`src/rtl/relu_offset_fp_if.sv`:
```
// Purpose : lane bundle for the ReLU-with-offset stage (producer -> stage -> SFU).
// Latency : none, wires only; the one-cycle stage lives in relu_offset_fp.
// Backpres: none; src_valid beats are always accepted, dst_valid has no ready.
//
// Ports (per modport):
//   master : drives enable, src_valid, src_{sign,exp,man}_0..7, offset_*; receives dst_*.
//   slave  : the stage itself; receives src/offset/enable and drives dst_valid, dst_*_0..7.
// Floats are carried as separate sign / biased exponent / mantissa fields.

interface relu_offset_fp_if #(
  parameter int MAN_W = 23,
  parameter int EXP_W = 8
);

  logic             enable;
  logic             src_valid;

  logic [MAN_W-1:0] src_man_0, src_man_1, src_man_2, src_man_3;
  logic [MAN_W-1:0] src_man_4, src_man_5, src_man_6, src_man_7;
  logic [EXP_W-1:0] src_exp_0, src_exp_1, src_exp_2, src_exp_3;
  logic [EXP_W-1:0] src_exp_4, src_exp_5, src_exp_6, src_exp_7;
  logic             src_sign_0, src_sign_1, src_sign_2, src_sign_3;
  logic             src_sign_4, src_sign_5, src_sign_6, src_sign_7;

  logic [MAN_W-1:0] offset_man;
  logic [EXP_W-1:0] offset_exp;
  logic             offset_sign;

  logic             dst_valid;

  logic [MAN_W-1:0] dst_man_0, dst_man_1, dst_man_2, dst_man_3;
  logic [MAN_W-1:0] dst_man_4, dst_man_5, dst_man_6, dst_man_7;
  logic [EXP_W-1:0] dst_exp_0, dst_exp_1, dst_exp_2, dst_exp_3;
  logic [EXP_W-1:0] dst_exp_4, dst_exp_5, dst_exp_6, dst_exp_7;
  logic             dst_sign_0, dst_sign_1, dst_sign_2, dst_sign_3;
  logic             dst_sign_4, dst_sign_5, dst_sign_6, dst_sign_7;

  modport master (
    output enable, src_valid,
    output src_man_0, src_man_1, src_man_2, src_man_3,
    output src_man_4, src_man_5, src_man_6, src_man_7,
    output src_exp_0, src_exp_1, src_exp_2, src_exp_3,
    output src_exp_4, src_exp_5, src_exp_6, src_exp_7,
    output src_sign_0, src_sign_1, src_sign_2, src_sign_3,
    output src_sign_4, src_sign_5, src_sign_6, src_sign_7,
    output offset_man, offset_exp, offset_sign,
    input  dst_valid,
    input  dst_man_0, dst_man_1, dst_man_2, dst_man_3,
    input  dst_man_4, dst_man_5, dst_man_6, dst_man_7,
    input  dst_exp_0, dst_exp_1, dst_exp_2, dst_exp_3,
    input  dst_exp_4, dst_exp_5, dst_exp_6, dst_exp_7,
    input  dst_sign_0, dst_sign_1, dst_sign_2, dst_sign_3,
    input  dst_sign_4, dst_sign_5, dst_sign_6, dst_sign_7
  );

  modport slave (
    input  enable, src_valid,
    input  src_man_0, src_man_1, src_man_2, src_man_3,
    input  src_man_4, src_man_5, src_man_6, src_man_7,
    input  src_exp_0, src_exp_1, src_exp_2, src_exp_3,
    input  src_exp_4, src_exp_5, src_exp_6, src_exp_7,
    input  src_sign_0, src_sign_1, src_sign_2, src_sign_3,
    input  src_sign_4, src_sign_5, src_sign_6, src_sign_7,
    input  offset_man, offset_exp, offset_sign,
    output dst_valid,
    output dst_man_0, dst_man_1, dst_man_2, dst_man_3,
    output dst_man_4, dst_man_5, dst_man_6, dst_man_7,
    output dst_exp_0, dst_exp_1, dst_exp_2, dst_exp_3,
    output dst_exp_4, dst_exp_5, dst_exp_6, dst_exp_7,
    output dst_sign_0, dst_sign_1, dst_sign_2, dst_sign_3,
    output dst_sign_4, dst_sign_5, dst_sign_6, dst_sign_7
  );

endinterface

```
`src/rtl/relu_offset_fp.sv`:
```
// Purpose : eight-lane fp32 dst = max(src, offset) with shared runtime offset; enable=0 bypasses.
// Latency : exactly 1 cycle; dst_valid is src_valid registered, dst data holds when src_valid=0.
// Backpres: none; every src_valid beat is accepted, downstream must always sink dst_valid.
//
// Ports: clk (rising edge), rstn (async active-low, clears dst_valid and all dst fields),
//        bus (relu_offset_fp_if.slave: enable, src_valid, src_*_0..7, offset_*, dst_*).
// Build option: define RELU_OFFSET_FTZ_EN to flush denormals to +0 for the compare and to
//        output +0 whenever a denormal src is selected (including bypass).
// LANES is fixed at 8 by the per-lane port names of the interface.

module relu_offset_fp #(
  parameter int LANES = 8,
  parameter int MAN_W = 23,
  parameter int EXP_W = 8
) (
  input  logic            clk,
  input  logic            rstn,
  relu_offset_fp_if.slave bus
);

  typedef struct packed {
    logic             sign;
    logic [EXP_W-1:0] exp;
    logic [MAN_W-1:0] man;
  } fp_t;

  fp_t  src_dat [LANES];
  fp_t  res_dat [LANES];
  fp_t  dst_dat [LANES];
  fp_t  off_dat;
  logic dst_vld;

  function automatic logic fp_is_nan(input fp_t f);
    return (&f.exp) && (|f.man);
  endfunction

  function automatic logic fp_is_zero(input fp_t f);
    return ~|{f.exp, f.man};
  endfunction

  function automatic logic fp_is_denorm(input fp_t f);
    return (~|f.exp) && (|f.man);
  endfunction

  // Strict a > b in sign-magnitude order; +0 and -0 are equal. Callers
  // filter NaNs first, so the {exp, man} magnitude order covers Inf too.
  function automatic logic fp_gt(input fp_t a, input fp_t b);
    logic r;
    if (fp_is_zero(a) && fp_is_zero(b))
      r = 1'b0;
    else if (a.sign != b.sign)
      r = ~a.sign;
    else if (!a.sign)
      r = {a.exp, a.man} > {b.exp, b.man};
    else
      r = {a.exp, a.man} < {b.exp, b.man};
    return r;
  endfunction

  // s_cmp doubles as the value emitted when src wins: with flushing it is
  // exactly +0 for a denormal src, otherwise it is src untouched. A losing
  // denormal offset still goes out with its original bits.
  function automatic fp_t relu_sel(input fp_t s, input fp_t o, input logic en);
    fp_t s_cmp;
    fp_t o_cmp;
    fp_t r;
`ifdef RELU_OFFSET_FTZ_EN
    s_cmp = fp_is_denorm(s) ? '0 : s;
    o_cmp = fp_is_denorm(o) ? '0 : o;
`else
    s_cmp = s;
    o_cmp = o;
`endif
    if (!en)
      r = s_cmp;
    else if (fp_is_nan(s))
      r = s;
    else if (fp_is_nan(o))
      r = o;
    else if (fp_gt(s_cmp, o_cmp))
      r = s_cmp;
    else
      r = o;
    return r;
  endfunction

  assign off_dat    = {bus.offset_sign, bus.offset_exp, bus.offset_man};

  assign src_dat[0] = {bus.src_sign_0, bus.src_exp_0, bus.src_man_0};
  assign src_dat[1] = {bus.src_sign_1, bus.src_exp_1, bus.src_man_1};
  assign src_dat[2] = {bus.src_sign_2, bus.src_exp_2, bus.src_man_2};
  assign src_dat[3] = {bus.src_sign_3, bus.src_exp_3, bus.src_man_3};
  assign src_dat[4] = {bus.src_sign_4, bus.src_exp_4, bus.src_man_4};
  assign src_dat[5] = {bus.src_sign_5, bus.src_exp_5, bus.src_man_5};
  assign src_dat[6] = {bus.src_sign_6, bus.src_exp_6, bus.src_man_6};
  assign src_dat[7] = {bus.src_sign_7, bus.src_exp_7, bus.src_man_7};

  for (genvar i = 0; i < LANES; i++) begin : g_lane
    assign res_dat[i] = relu_sel(src_dat[i], off_dat, bus.enable);
  end

  // Data only loads on accepted beats so the last result stays visible
  // through idle cycles; valid follows src_valid every cycle.
  always_ff @(posedge clk or negedge rstn) begin
    if (!rstn) begin
      dst_vld <= 1'b0;
      for (int i = 0; i < LANES; i++) dst_dat[i] <= '0;
    end else begin
      dst_vld <= bus.src_valid;
      if (bus.src_valid) begin
        for (int i = 0; i < LANES; i++) dst_dat[i] <= res_dat[i];
      end
    end
  end

  assign bus.dst_valid = dst_vld;

  assign {bus.dst_sign_0, bus.dst_exp_0, bus.dst_man_0} = dst_dat[0];
  assign {bus.dst_sign_1, bus.dst_exp_1, bus.dst_man_1} = dst_dat[1];
  assign {bus.dst_sign_2, bus.dst_exp_2, bus.dst_man_2} = dst_dat[2];
  assign {bus.dst_sign_3, bus.dst_exp_3, bus.dst_man_3} = dst_dat[3];
  assign {bus.dst_sign_4, bus.dst_exp_4, bus.dst_man_4} = dst_dat[4];
  assign {bus.dst_sign_5, bus.dst_exp_5, bus.dst_man_5} = dst_dat[5];
  assign {bus.dst_sign_6, bus.dst_exp_6, bus.dst_man_6} = dst_dat[6];
  assign {bus.dst_sign_7, bus.dst_exp_7, bus.dst_man_7} = dst_dat[7];

endmodule

```
`src/flat_wrapper.sv`:
```
// flat-port wrapper written by rule: the top's interface ports become plain ports
module relu_offset_fp_flat 
#(
  parameter int LANES = 8,
  parameter int MAN_W = 23,
  parameter int EXP_W = 8
)
  (clk, rstn, bus_enable, bus_src_valid, bus_src_man_0, bus_src_man_1, bus_src_man_2, bus_src_man_3, bus_src_man_4, bus_src_man_5, bus_src_man_6, bus_src_man_7, bus_src_exp_0, bus_src_exp_1, bus_src_exp_2, bus_src_exp_3, bus_src_exp_4, bus_src_exp_5, bus_src_exp_6, bus_src_exp_7, bus_src_sign_0, bus_src_sign_1, bus_src_sign_2, bus_src_sign_3, bus_src_sign_4, bus_src_sign_5, bus_src_sign_6, bus_src_sign_7, bus_offset_man, bus_offset_exp, bus_offset_sign, bus_dst_valid, bus_dst_man_0, bus_dst_man_1, bus_dst_man_2, bus_dst_man_3, bus_dst_man_4, bus_dst_man_5, bus_dst_man_6, bus_dst_man_7, bus_dst_exp_0, bus_dst_exp_1, bus_dst_exp_2, bus_dst_exp_3, bus_dst_exp_4, bus_dst_exp_5, bus_dst_exp_6, bus_dst_exp_7, bus_dst_sign_0, bus_dst_sign_1, bus_dst_sign_2, bus_dst_sign_3, bus_dst_sign_4, bus_dst_sign_5, bus_dst_sign_6, bus_dst_sign_7);
  relu_offset_fp_if #(.MAN_W(MAN_W), .EXP_W(EXP_W)) bus_i ();
  input  logic clk;
  input  logic rstn;
  input wire logic [$bits(bus_i.enable)-1:0] bus_enable;
  input wire logic [$bits(bus_i.src_valid)-1:0] bus_src_valid;
  input wire logic [$bits(bus_i.src_man_0)-1:0] bus_src_man_0;
  input wire logic [$bits(bus_i.src_man_1)-1:0] bus_src_man_1;
  input wire logic [$bits(bus_i.src_man_2)-1:0] bus_src_man_2;
  input wire logic [$bits(bus_i.src_man_3)-1:0] bus_src_man_3;
  input wire logic [$bits(bus_i.src_man_4)-1:0] bus_src_man_4;
  input wire logic [$bits(bus_i.src_man_5)-1:0] bus_src_man_5;
  input wire logic [$bits(bus_i.src_man_6)-1:0] bus_src_man_6;
  input wire logic [$bits(bus_i.src_man_7)-1:0] bus_src_man_7;
  input wire logic [$bits(bus_i.src_exp_0)-1:0] bus_src_exp_0;
  input wire logic [$bits(bus_i.src_exp_1)-1:0] bus_src_exp_1;
  input wire logic [$bits(bus_i.src_exp_2)-1:0] bus_src_exp_2;
  input wire logic [$bits(bus_i.src_exp_3)-1:0] bus_src_exp_3;
  input wire logic [$bits(bus_i.src_exp_4)-1:0] bus_src_exp_4;
  input wire logic [$bits(bus_i.src_exp_5)-1:0] bus_src_exp_5;
  input wire logic [$bits(bus_i.src_exp_6)-1:0] bus_src_exp_6;
  input wire logic [$bits(bus_i.src_exp_7)-1:0] bus_src_exp_7;
  input wire logic [$bits(bus_i.src_sign_0)-1:0] bus_src_sign_0;
  input wire logic [$bits(bus_i.src_sign_1)-1:0] bus_src_sign_1;
  input wire logic [$bits(bus_i.src_sign_2)-1:0] bus_src_sign_2;
  input wire logic [$bits(bus_i.src_sign_3)-1:0] bus_src_sign_3;
  input wire logic [$bits(bus_i.src_sign_4)-1:0] bus_src_sign_4;
  input wire logic [$bits(bus_i.src_sign_5)-1:0] bus_src_sign_5;
  input wire logic [$bits(bus_i.src_sign_6)-1:0] bus_src_sign_6;
  input wire logic [$bits(bus_i.src_sign_7)-1:0] bus_src_sign_7;
  input wire logic [$bits(bus_i.offset_man)-1:0] bus_offset_man;
  input wire logic [$bits(bus_i.offset_exp)-1:0] bus_offset_exp;
  input wire logic [$bits(bus_i.offset_sign)-1:0] bus_offset_sign;
  output wire logic [$bits(bus_i.dst_valid)-1:0] bus_dst_valid;
  output wire logic [$bits(bus_i.dst_man_0)-1:0] bus_dst_man_0;
  output wire logic [$bits(bus_i.dst_man_1)-1:0] bus_dst_man_1;
  output wire logic [$bits(bus_i.dst_man_2)-1:0] bus_dst_man_2;
  output wire logic [$bits(bus_i.dst_man_3)-1:0] bus_dst_man_3;
  output wire logic [$bits(bus_i.dst_man_4)-1:0] bus_dst_man_4;
  output wire logic [$bits(bus_i.dst_man_5)-1:0] bus_dst_man_5;
  output wire logic [$bits(bus_i.dst_man_6)-1:0] bus_dst_man_6;
  output wire logic [$bits(bus_i.dst_man_7)-1:0] bus_dst_man_7;
  output wire logic [$bits(bus_i.dst_exp_0)-1:0] bus_dst_exp_0;
  output wire logic [$bits(bus_i.dst_exp_1)-1:0] bus_dst_exp_1;
  output wire logic [$bits(bus_i.dst_exp_2)-1:0] bus_dst_exp_2;
  output wire logic [$bits(bus_i.dst_exp_3)-1:0] bus_dst_exp_3;
  output wire logic [$bits(bus_i.dst_exp_4)-1:0] bus_dst_exp_4;
  output wire logic [$bits(bus_i.dst_exp_5)-1:0] bus_dst_exp_5;
  output wire logic [$bits(bus_i.dst_exp_6)-1:0] bus_dst_exp_6;
  output wire logic [$bits(bus_i.dst_exp_7)-1:0] bus_dst_exp_7;
  output wire logic [$bits(bus_i.dst_sign_0)-1:0] bus_dst_sign_0;
  output wire logic [$bits(bus_i.dst_sign_1)-1:0] bus_dst_sign_1;
  output wire logic [$bits(bus_i.dst_sign_2)-1:0] bus_dst_sign_2;
  output wire logic [$bits(bus_i.dst_sign_3)-1:0] bus_dst_sign_3;
  output wire logic [$bits(bus_i.dst_sign_4)-1:0] bus_dst_sign_4;
  output wire logic [$bits(bus_i.dst_sign_5)-1:0] bus_dst_sign_5;
  output wire logic [$bits(bus_i.dst_sign_6)-1:0] bus_dst_sign_6;
  output wire logic [$bits(bus_i.dst_sign_7)-1:0] bus_dst_sign_7;
  assign bus_i.enable = bus_enable;
  assign bus_i.src_valid = bus_src_valid;
  assign bus_i.src_man_0 = bus_src_man_0;
  assign bus_i.src_man_1 = bus_src_man_1;
  assign bus_i.src_man_2 = bus_src_man_2;
  assign bus_i.src_man_3 = bus_src_man_3;
  assign bus_i.src_man_4 = bus_src_man_4;
  assign bus_i.src_man_5 = bus_src_man_5;
  assign bus_i.src_man_6 = bus_src_man_6;
  assign bus_i.src_man_7 = bus_src_man_7;
  assign bus_i.src_exp_0 = bus_src_exp_0;
  assign bus_i.src_exp_1 = bus_src_exp_1;
  assign bus_i.src_exp_2 = bus_src_exp_2;
  assign bus_i.src_exp_3 = bus_src_exp_3;
  assign bus_i.src_exp_4 = bus_src_exp_4;
  assign bus_i.src_exp_5 = bus_src_exp_5;
  assign bus_i.src_exp_6 = bus_src_exp_6;
  assign bus_i.src_exp_7 = bus_src_exp_7;
  assign bus_i.src_sign_0 = bus_src_sign_0;
  assign bus_i.src_sign_1 = bus_src_sign_1;
  assign bus_i.src_sign_2 = bus_src_sign_2;
  assign bus_i.src_sign_3 = bus_src_sign_3;
  assign bus_i.src_sign_4 = bus_src_sign_4;
  assign bus_i.src_sign_5 = bus_src_sign_5;
  assign bus_i.src_sign_6 = bus_src_sign_6;
  assign bus_i.src_sign_7 = bus_src_sign_7;
  assign bus_i.offset_man = bus_offset_man;
  assign bus_i.offset_exp = bus_offset_exp;
  assign bus_i.offset_sign = bus_offset_sign;
  assign bus_dst_valid = bus_i.dst_valid;
  assign bus_dst_man_0 = bus_i.dst_man_0;
  assign bus_dst_man_1 = bus_i.dst_man_1;
  assign bus_dst_man_2 = bus_i.dst_man_2;
  assign bus_dst_man_3 = bus_i.dst_man_3;
  assign bus_dst_man_4 = bus_i.dst_man_4;
  assign bus_dst_man_5 = bus_i.dst_man_5;
  assign bus_dst_man_6 = bus_i.dst_man_6;
  assign bus_dst_man_7 = bus_i.dst_man_7;
  assign bus_dst_exp_0 = bus_i.dst_exp_0;
  assign bus_dst_exp_1 = bus_i.dst_exp_1;
  assign bus_dst_exp_2 = bus_i.dst_exp_2;
  assign bus_dst_exp_3 = bus_i.dst_exp_3;
  assign bus_dst_exp_4 = bus_i.dst_exp_4;
  assign bus_dst_exp_5 = bus_i.dst_exp_5;
  assign bus_dst_exp_6 = bus_i.dst_exp_6;
  assign bus_dst_exp_7 = bus_i.dst_exp_7;
  assign bus_dst_sign_0 = bus_i.dst_sign_0;
  assign bus_dst_sign_1 = bus_i.dst_sign_1;
  assign bus_dst_sign_2 = bus_i.dst_sign_2;
  assign bus_dst_sign_3 = bus_i.dst_sign_3;
  assign bus_dst_sign_4 = bus_i.dst_sign_4;
  assign bus_dst_sign_5 = bus_i.dst_sign_5;
  assign bus_dst_sign_6 = bus_i.dst_sign_6;
  assign bus_dst_sign_7 = bus_i.dst_sign_7;
  relu_offset_fp #(.LANES(LANES), .MAN_W(MAN_W), .EXP_W(EXP_W)) u_core (.clk(clk), .rstn(rstn), .bus(bus_i));
endmodule
```
`config.mk`:
```
export PLATFORM = sky130hd
export DESIGN_NAME = relu_offset_fp_flat
export DESIGN_NICKNAME = d
export VERILOG_FILES = /design/src/rtl/relu_offset_fp_if.sv /design/src/rtl/relu_offset_fp.sv /design/src/flat_wrapper.sv
export SDC_FILE = /design/constraint.sdc
export NUM_CORES = 1
export LEC_CHECK = 0
export ABC_AREA = 1
export CAP_MARGIN = 20
export CORE_AREA = 5 5 208 210
export CTS_BUF_LIST = sky130_fd_sc_hd__clkbuf_4
export CTS_CLUSTER_DIAMETER = 100
export DETAILED_ROUTE_END_ITERATION = 8
export DIE_AREA = 0 0 213 215
export GPL_ROUTABILITY_DRIVEN = 1
export PLACE_DENSITY = 0.93
export SYNTH_ARGS = -nofsm -noshare
export SYNTH_HDL_FRONTEND = slang
export SYNTH_SLANG_ARGS = --single-unit
```
`constraint.sdc`:
```
create_clock -name clk -period 1 [get_ports clk]
set_input_delay 0.2 -clock clk [delete_from_list [all_inputs] [get_ports clk]]
set_output_delay 0.2 -clock clk [all_outputs]
set_load 0.01 [all_outputs]
```
==> results of run 1 <==
==> logic make-up after synthesis <==
family          Yosys count
compound gates          111
buf+inv                 555
fa+ha+maj               248
simple gates           1990
flops                   257
==> synthesized netlist by cell type (all sizes together) <==
library cell and number:
nor2b 1, dfrtp 257, a31oi 8, inv 416, a21oi 87, and3 3, a21o 16, nand3b 1
buf 63, nor2 121, nor3 8, nand2 1196, and2 1, clkbuf 75, clkinv 1, nand3 553
nand4 88, ha 248, nor4 18
==> metrics by stage <==
step	cells	instance area [um2]	hold WS [ns]	setup TNS, ns	util (%)
after detailed placement	4602	31990	0.1044	-479.95	77.31
after global placement	4602	31990	0.1038	-447.90	77.31
after floorplan	3161	21930	-0.09559	-214.69	-
==> flow_summary.json, run 1 <==
{
  "dp.final_hpwl_um": 81550,
  "cts_setup_buffers": 276,
  "yosysSeqAreaShare_pct": 30.49,
  "syn-num-nets": 3701,
  "post-place-ws_ns": -1.916,
  "place.gp.congestion": 1.069,
  "start_util_pct": 50.97,
  "synth_xor_area_share_pct": 0,
  "htreeDepth": 3,
  "cts_buffers": 72,
  "yosysTopAreaCellShare_pct": 30.49,
  "synth.distinct_cells": 30,
  "synth.area.top_cells": "dfrtp_1, nand2_1, ha_1, nand3_1, inv_1",
  "tool.error": "[ERROR DPL-0038] Utilization greater than 100%, impossible to legalize",
  "synth_mux_area_share_pct": 0,
  "ys_ff_latch": 257,
  "cts_root_buffer": "clkbuf_4",
  "die_w_um": 213,
  "hold_buffers": 187,
  "ys.warnings.count": 0,
  "cts_num_sinks": 257,
  "cts_max_path_buffers": 3,
  "cts_resized": 2590,
  "synth_top_family_by_area": "simple AND/OR/NAND/NOR gates",
  "rows": 75,
  "io_pins": 549,
  "yosysTopAreaCell": "dfrtp_1",
  "outcome": "did not finish",
  "die_h_um": 215,
  "syn_area_mm2": 0.02109,
  "synthAdderAreaFrac_pct": 14.71,
  "syn_avg_cell_area_um2": 6.673,
  "portBuffers": 548,
  "synth_compound_area_share_pct": 3.221,
  "stop_stage": "clock tree synthesis",
  "synth_cells": 3161,
  "synth-simple-area-share_pct": 40.60
}
==> run 2, diff against run 1 <==
--- a/config.mk
+++ b/config.mk
@@ -7,13 +7,11 @@
 export LEC_CHECK = 0
 export ABC_AREA = 1
 export CAP_MARGIN = 20
-export CORE_AREA = 5 5 208 210
-export CTS_BUF_LIST = sky130_fd_sc_hd__clkbuf_4
-export CTS_CLUSTER_DIAMETER = 100
+export CORE_MARGIN = 5
+export CORE_UTILIZATION = 40
 export DETAILED_ROUTE_END_ITERATION = 8
-export DIE_AREA = 0 0 213 215
 export GPL_ROUTABILITY_DRIVEN = 1
-export PLACE_DENSITY = 0.93
+export PLACE_DENSITY_LB_ADDON = 0.15
 export SYNTH_ARGS = -nofsm -noshare
 export SYNTH_HDL_FRONTEND = slang
 export SYNTH_SLANG_ARGS = --single-unit
==> flow_summary.json, run 2 <==
{
  "rr_startpoint": "u_core.bus.dst_man_1[22]$_DFFE_PN0P_",
  "cp_data_required_time_ns": 1.44,
  "outcome": "complete, but fails checks",
  "grt_overflow_total": 0,
  "grt_first_pass_wirelength_um": 165200,
  "setup_ws_ns": -0.9714,
  "syn-num-nets": 3701,
  "synth_cells": 3161,
  "yosysTopAreaCell": "dfrtp_1",
  "yosysMostFrequentCell": "nand2_1",
  "portBuffers": 548,
  "vias_per_cell": 5.509,
  "hold_slack_ns": 0.02231,
  "async_reset_ff_share_pct": 100.0,
  "nets": 4832,
  "syn_avg_cell_area_um2": 6.673,
  "ant_nets": 0,
  "worst_pin_slew_ns": 0.6198,
  "first_pass_iters": 6,
  "yosysSeqAreaShare_pct": 30.49,
  "startpoint": "bus_src_exp_3[3]",
  "synth.distinct_cells": 30,
  "ys_ff_latch": 257,
  "arrival_ns": 2.41,
  "start_kind": "input port",
  "rows": 84,
  "place_area_mm2": 0.03288,
  "dieArea_mm2": 0.05742,
  "core_area_mm2": 0.05245,
  "filler_cell_count": 3750,
  "syn_area_mm2": 0.02109,
  "cts_max_path_buffers": 3,
  "grt_start_max_net_pins": 43,
  "synth.area.top_cells": "dfrtp_1, nand2_1, ha_1, nand3_1, inv_1",
  "antenna_found_initial": 15,
  "place.gp.congestion": 0.9674,
  "dp_cells": 4813,
  "insertion_delay_ns": 0.54,
  "clock.fmax_mhz": 507.3,
  "crit_fanout": 8,
  "grt_pass1_vias": 27630,
  "max-cap-violations": 0,
  "cts_root_buffer": "clkbuf_16",
  "seq_area_mm2": 0.006431,
  "final_cell_mix": "nand2_1, buf_4, nand3_1",
  "ir_drop_mv": 1.098,
  "layout.cells.non_filler": 5019,
  "final_area_mm2": 0.03896,
  "wl_per_cell_um": 22.68,
  "yosysTopAreaCellShare_pct": 30.49,
  "synth_ff_type": "dfrtp_1",
  "drive_above_1_share_pct": 32.09,
  "dp.final_hpwl_um": 78760,
  "hold_class": "input port to flip-flop",
  "p_per_area_mw_per_mm2": 1157,
  "synthTopCellsByCount": "nand2_1, nand3_1, inv_1",
  "fin_crit_ns": 1.971,
  "ys.warnings.count": 0,
  "final-setup-viol-count": 513,
  "relSlewSlack_pct": 58.30,
  "vias": 27650,
  "drc_errors": 0,
  "rsz0062_at_grt": "true",
  "critPathKind": "input port to flip-flop",
  "fin_crit_sh_pct": 197.1,
  "post-place-ws_ns": -1.856,
  "cts_tree": "built",
  "start_util_pct": 40.22,
  "multi_input_area_mm2": 0.01585,
  "hold_viol_final": 0,
  "fin_tns_setup_ns": -382.65,
  "worstSetupEndpointType": "flip-flop",
  "area_delta_synth_final_pct": 84.69,
  "io_pins": 549,
  "synth_edf_count": 0,
  "final_max_slew_viol_count": 0,
  "cts_num_sinks": 257,
  "worstHoldStart": "bus_src_man_1[0]",
  "cts_buffers": 34,
  "die_w_um": 239.6,
  "grt_use_total_pct": 37.58,
  "path_clk_slew_ns": 0.06,
  "violations": "setup timing",
  "power.leakage_nw": 19.97,
  "htreeDepth": 2,
  "finClkSkew_ns": 0,
  "die_h_um": 239.6,
  "wl_um": 113800,
  "final_common_cell": "nand2_1",
  "drtIter0Drc": 2832
}
-- run 2: final cells by class --
cell class / instances / area share, %
multi-input combinational: 2349 / 40.69
timing repair inverter: 1 / 0.02248
tap: 688 / 2.210
clock buffer: 47 / 2.653
clock inverter: 13 / 0.3918
timing repair buffer: 1232 / 32.93
antenna: 15 / 0.09635
inverter: 417 / 4.497
sequential: 257 / 16.51
-- run 2: timing repair --
item | in CTS | in global routing
endpoints found under the hold margin | 165 | 0
setup endpoints to repair | 513 | 513
pin swaps | 237 | 87
buffers inserted | 111 | 7
gates cloned | 23 | 5
hold buffers | 1 | 0
gates resized for setup | 897 | 158
-- run 2: logic make-up after synthesis --
kind of cell    after synthesis  synth area share [%]
buf+inv                     555                 10.98
fa+ha+maj                   248                 14.71
simple gates               1990                 40.60
flops                       257                 30.49
compound gates              111                 3.221
-- run 2: routing by layer --
layer	vias up	routed length, um	global-route usage [%]
met5	-	0	0
li1	12490	-	-
met3	487	11120	8.613
met2	1670	51020	59.31
met4	0	8798	23.59
met1	13000	42900	46.53
-- run 2: path summary, 6_finish.rpt --
check | endpoint | slack [ns] | depth (start not counted)
worst max-delay path | u_core.bus.dst_exp_3[0]$_DFFE_PN0P_ | -0.97 | 18
worst min-delay path | u_core.bus.dst_man_1[0]$_DFFE_PN0P_ | 0.02 | 5
worst max register to register | u_core.bus.dst_man_1[22]$_DFFE_PN0P_ | 0.20 | 3
worst min register to register | u_core.bus.dst_man_5[11]$_DFFE_PN0P_ | 0.47 | 2
max in group asynchronous | u_core.bus.dst_man_1[18]$_DFFE_PN0P_ | 0.18 | 3
min in group asynchronous | u_core.bus.dst_man_1[4]$_DFFE_PN0P_ | 0.21 | 2
-- run 2: power by group --
part | internal (mW) | switching [mW] | total [mW]
Sequential | 11.7 | 1.02 | 12.7
Combinational | 9.50 | 9.63 | 19.1
Clock | 8.00 | 5.17 | 13.2
Total | 29.2 | 15.8 | 45.1
-- run 2: worst max-delay path: stages --
cell and delay, ns:
dlygate4sd2_1 0.35, ha_4 0.26, nand2_4 0.08, nor2_2 0.05, and2_1 0.16, nand2_1 0.06, nand3_1 0.10, nor2_1 0.18
nand2_2 0.11, nand2_2 0.07, nand2_2 0.06, nand2_4 0.11, buf_6 0.13, buf_6 0.13, buf_12 0.14, nand3_2 0.08
nand3_2 0.07, nand2_1 0.06
-- run 2: per-stage QoR --
stage               utilization, %  total power, mW
finish                       74.28            45.06
CTS                          72.90            44.13
global route                 74.27            46.90
global placement             62.70            28.25
detailed placement           62.70            28.40
floorplan                        -            19.13
Note: power is estimated with default switching activity, not from simulation.
==> RTL change: new RTL, flow settings as in run 2 <==
`EXP_W` is set to 8 in 3 places; all go to 6.
--- a/src/rtl/relu_offset_fp_if.sv
+++ b/src/rtl/relu_offset_fp_if.sv
@@ -10,5 +10,5 @@
 interface relu_offset_fp_if #(
   parameter int MAN_W = 23,
-  parameter int EXP_W = 8
+  parameter int EXP_W = 6
 );
 
--- a/src/rtl/relu_offset_fp.sv
+++ b/src/rtl/relu_offset_fp.sv
@@ -12,5 +12,5 @@
   parameter int LANES = 8,
   parameter int MAN_W = 23,
-  parameter int EXP_W = 8
+  parameter int EXP_W = 6
 ) (
   input  logic            clk,
--- a/src/flat_wrapper.sv
+++ b/src/flat_wrapper.sv
@@ -4,5 +4,5 @@
   parameter int LANES = 8,
   parameter int MAN_W = 23,
-  parameter int EXP_W = 8
+  parameter int EXP_W = 6
 )
   (clk, rstn, bus_enable, bus_src_valid, bus_src_man_0, bus_src_man_1, bus_src_man_2, bus_src_man_3, bus_src_man_4, bus_src_man_5, bus_src_man_6, bus_src_man_7, bus_src_exp_0, bus_src_exp_1, bus_src_exp_2, bus_src_exp_3, bus_src_exp_4, bus_src_exp_5, bus_src_exp_6, bus_src_exp_7, bus_src_sign_0, bus_src_sign_1, bus_src_sign_2, bus_src_sign_3, bus_src_sign_4, bus_src_sign_5, bus_src_sign_6, bus_src_sign_7, bus_offset_man, bus_offset_exp, bus_offset_sign, bus_dst_valid, bus_dst_man_0, bus_dst_man_1, bus_dst_man_2, bus_dst_man_3, bus_dst_man_4, bus_dst_man_5, bus_dst_man_6, bus_dst_man_7, bus_dst_exp_0, bus_dst_exp_1, bus_dst_exp_2, bus_dst_exp_3, bus_dst_exp_4, bus_dst_exp_5, bus_dst_exp_6, bus_dst_exp_7, bus_dst_sign_0, bus_dst_sign_1, bus_dst_sign_2, bus_dst_sign_3, bus_dst_sign_4, bus_dst_sign_5, bus_dst_sign_6, bus_dst_sign_7);
Ports: changed (17 resized); port bits go from 549 to 515. The function was not compared with the original's and may differ.
==> RTL change against run 2 <==
Highest routed layer is now met5; sequential cell count decreased by 16; clock skew unchanged; final cell count decreased by 1.4%; routed wire length increased by 3.3%; power decreased by 4.1%; clock power decreased by 8%; utilization increased by 2.3 points; count of clock-buffer cells in the layout decreased by 7; first-iteration DRC count increased by 4.7%; the run still ends with setup timing left; area after synthesis decreased by 3.3%; worst hold slack got worse by 0.017 ns; final area decreased by 1.2%; worst setup slack improved by 0.054 ns.
==> RTL change: results (changes against run 2) <==
Drt
  – WL/cell: 23.8 um (+4.8%)
  – WL met2: 52.8 mm (+3.6%)
  – DRT iter0 DRCs: 2965 (+4.7%)
  – Max layer used: met5
  – Vias per cell: 5.70 (+3.5%)

Global routing
  – First-pass GRT wire length: 169 mm (+2.2%)
  – Met1 global-route usage: 47.9% (+1.4 points)
  – Routing usage on met3: 8.77% (+0.16 points)
  – Initial antenna violation count: 16 (+1)
  – Met2 Usage GRT: 61.8% (+2.5 points)

Setup path
  – Critical Path Max Stage Delay: 0.29 ns (-0.06 ns)
  – Crit. Startpoint: bus_offset_exp[1]
  – Reg2Reg Launch Point: u_core.bus.dst_exp_3[5]
  – Top delay family on crit path: buffers and inverters
  – Setup slack, reg-to-reg: 0.08 ns (-0.12 ns)
  – RR Endpoint: u_core.bus.dst_exp_3[5]

STA
  – Worst rel slew slack: 65.4% (+7.1 points)
  – Final WS setup: -0.917 ns (+0.0540 ns)
  – # setup viols final: 491 (-4.3%)
  – Setup tns final: -361.12 ns (+21.52 ns)

Yosys
  – Netlist cell types: 37 (+23%)
  – Synth Instances: 3085 (-2.4%)

Clock network
  – Clock latency on the worst-skew pair: 0.60 ns (+0.06 ns)
  – Num CTS Buffers: 30 (-12%)

Status
  – Failing checks: setup timing
  – Outcome: complete, but fails checks

Place
  – # port buffers: 514 (-6.2%)
  – Post-DP HPWL: 80.2 mm (+1.8%)
  – Placed instance count: 4716 (-2.0%)
  – Post-place setup slack: -2.13 ns (-0.273 ns)

Layout
  – Fillers: 3607 (-3.8%)

Pwr
  – VDD IR max: 1.52 mV (+39%)

Worst hold path
  – Hold wc startpoint: bus_src_man_0[11]
==> RTL change: power by group <==
part | internal (W) | total, W | leakage, nW | switching (W)
clock | 0.00725 | 0.0121 | 0.520 | 0.00485
sequential | 0.0110 | 0.0120 | 2.89 | 0.000994
combinational | 0.00934 | 0.0191 | 16.0 | 0.00980
total | 0.0276 | 0.0432 | 19.4 | 0.0156
==> RTL change: cell type report <==
type | instances | area, um2 | area share [%]
antenna | 14 | 35.0 | 0.0910
clock buffer | 40 | 850 | 2.21
clock inverter | 15 | 224 | 0.582
multi-input combinational | 2335 | 16300 | 42.3
timing repair inverter | 3 | 43.8 | 0.114
inverter | 367 | 1600 | 4.15
sequential | 241 | 6040 | 15.7
timing repair buffer | 1264 | 12600 | 32.7
tap | 672 | 841 | 2.18
==> RTL change: logic make-up after synthesis <==
logic type	after synthesis	synth area share, %
AOI/OAI and AO/OA	140	3.70
adders and majority gates	232	14.2
buffers and inverters	520	10.7
and+or+nand+nor	1952	41.8
DFF	241	29.6
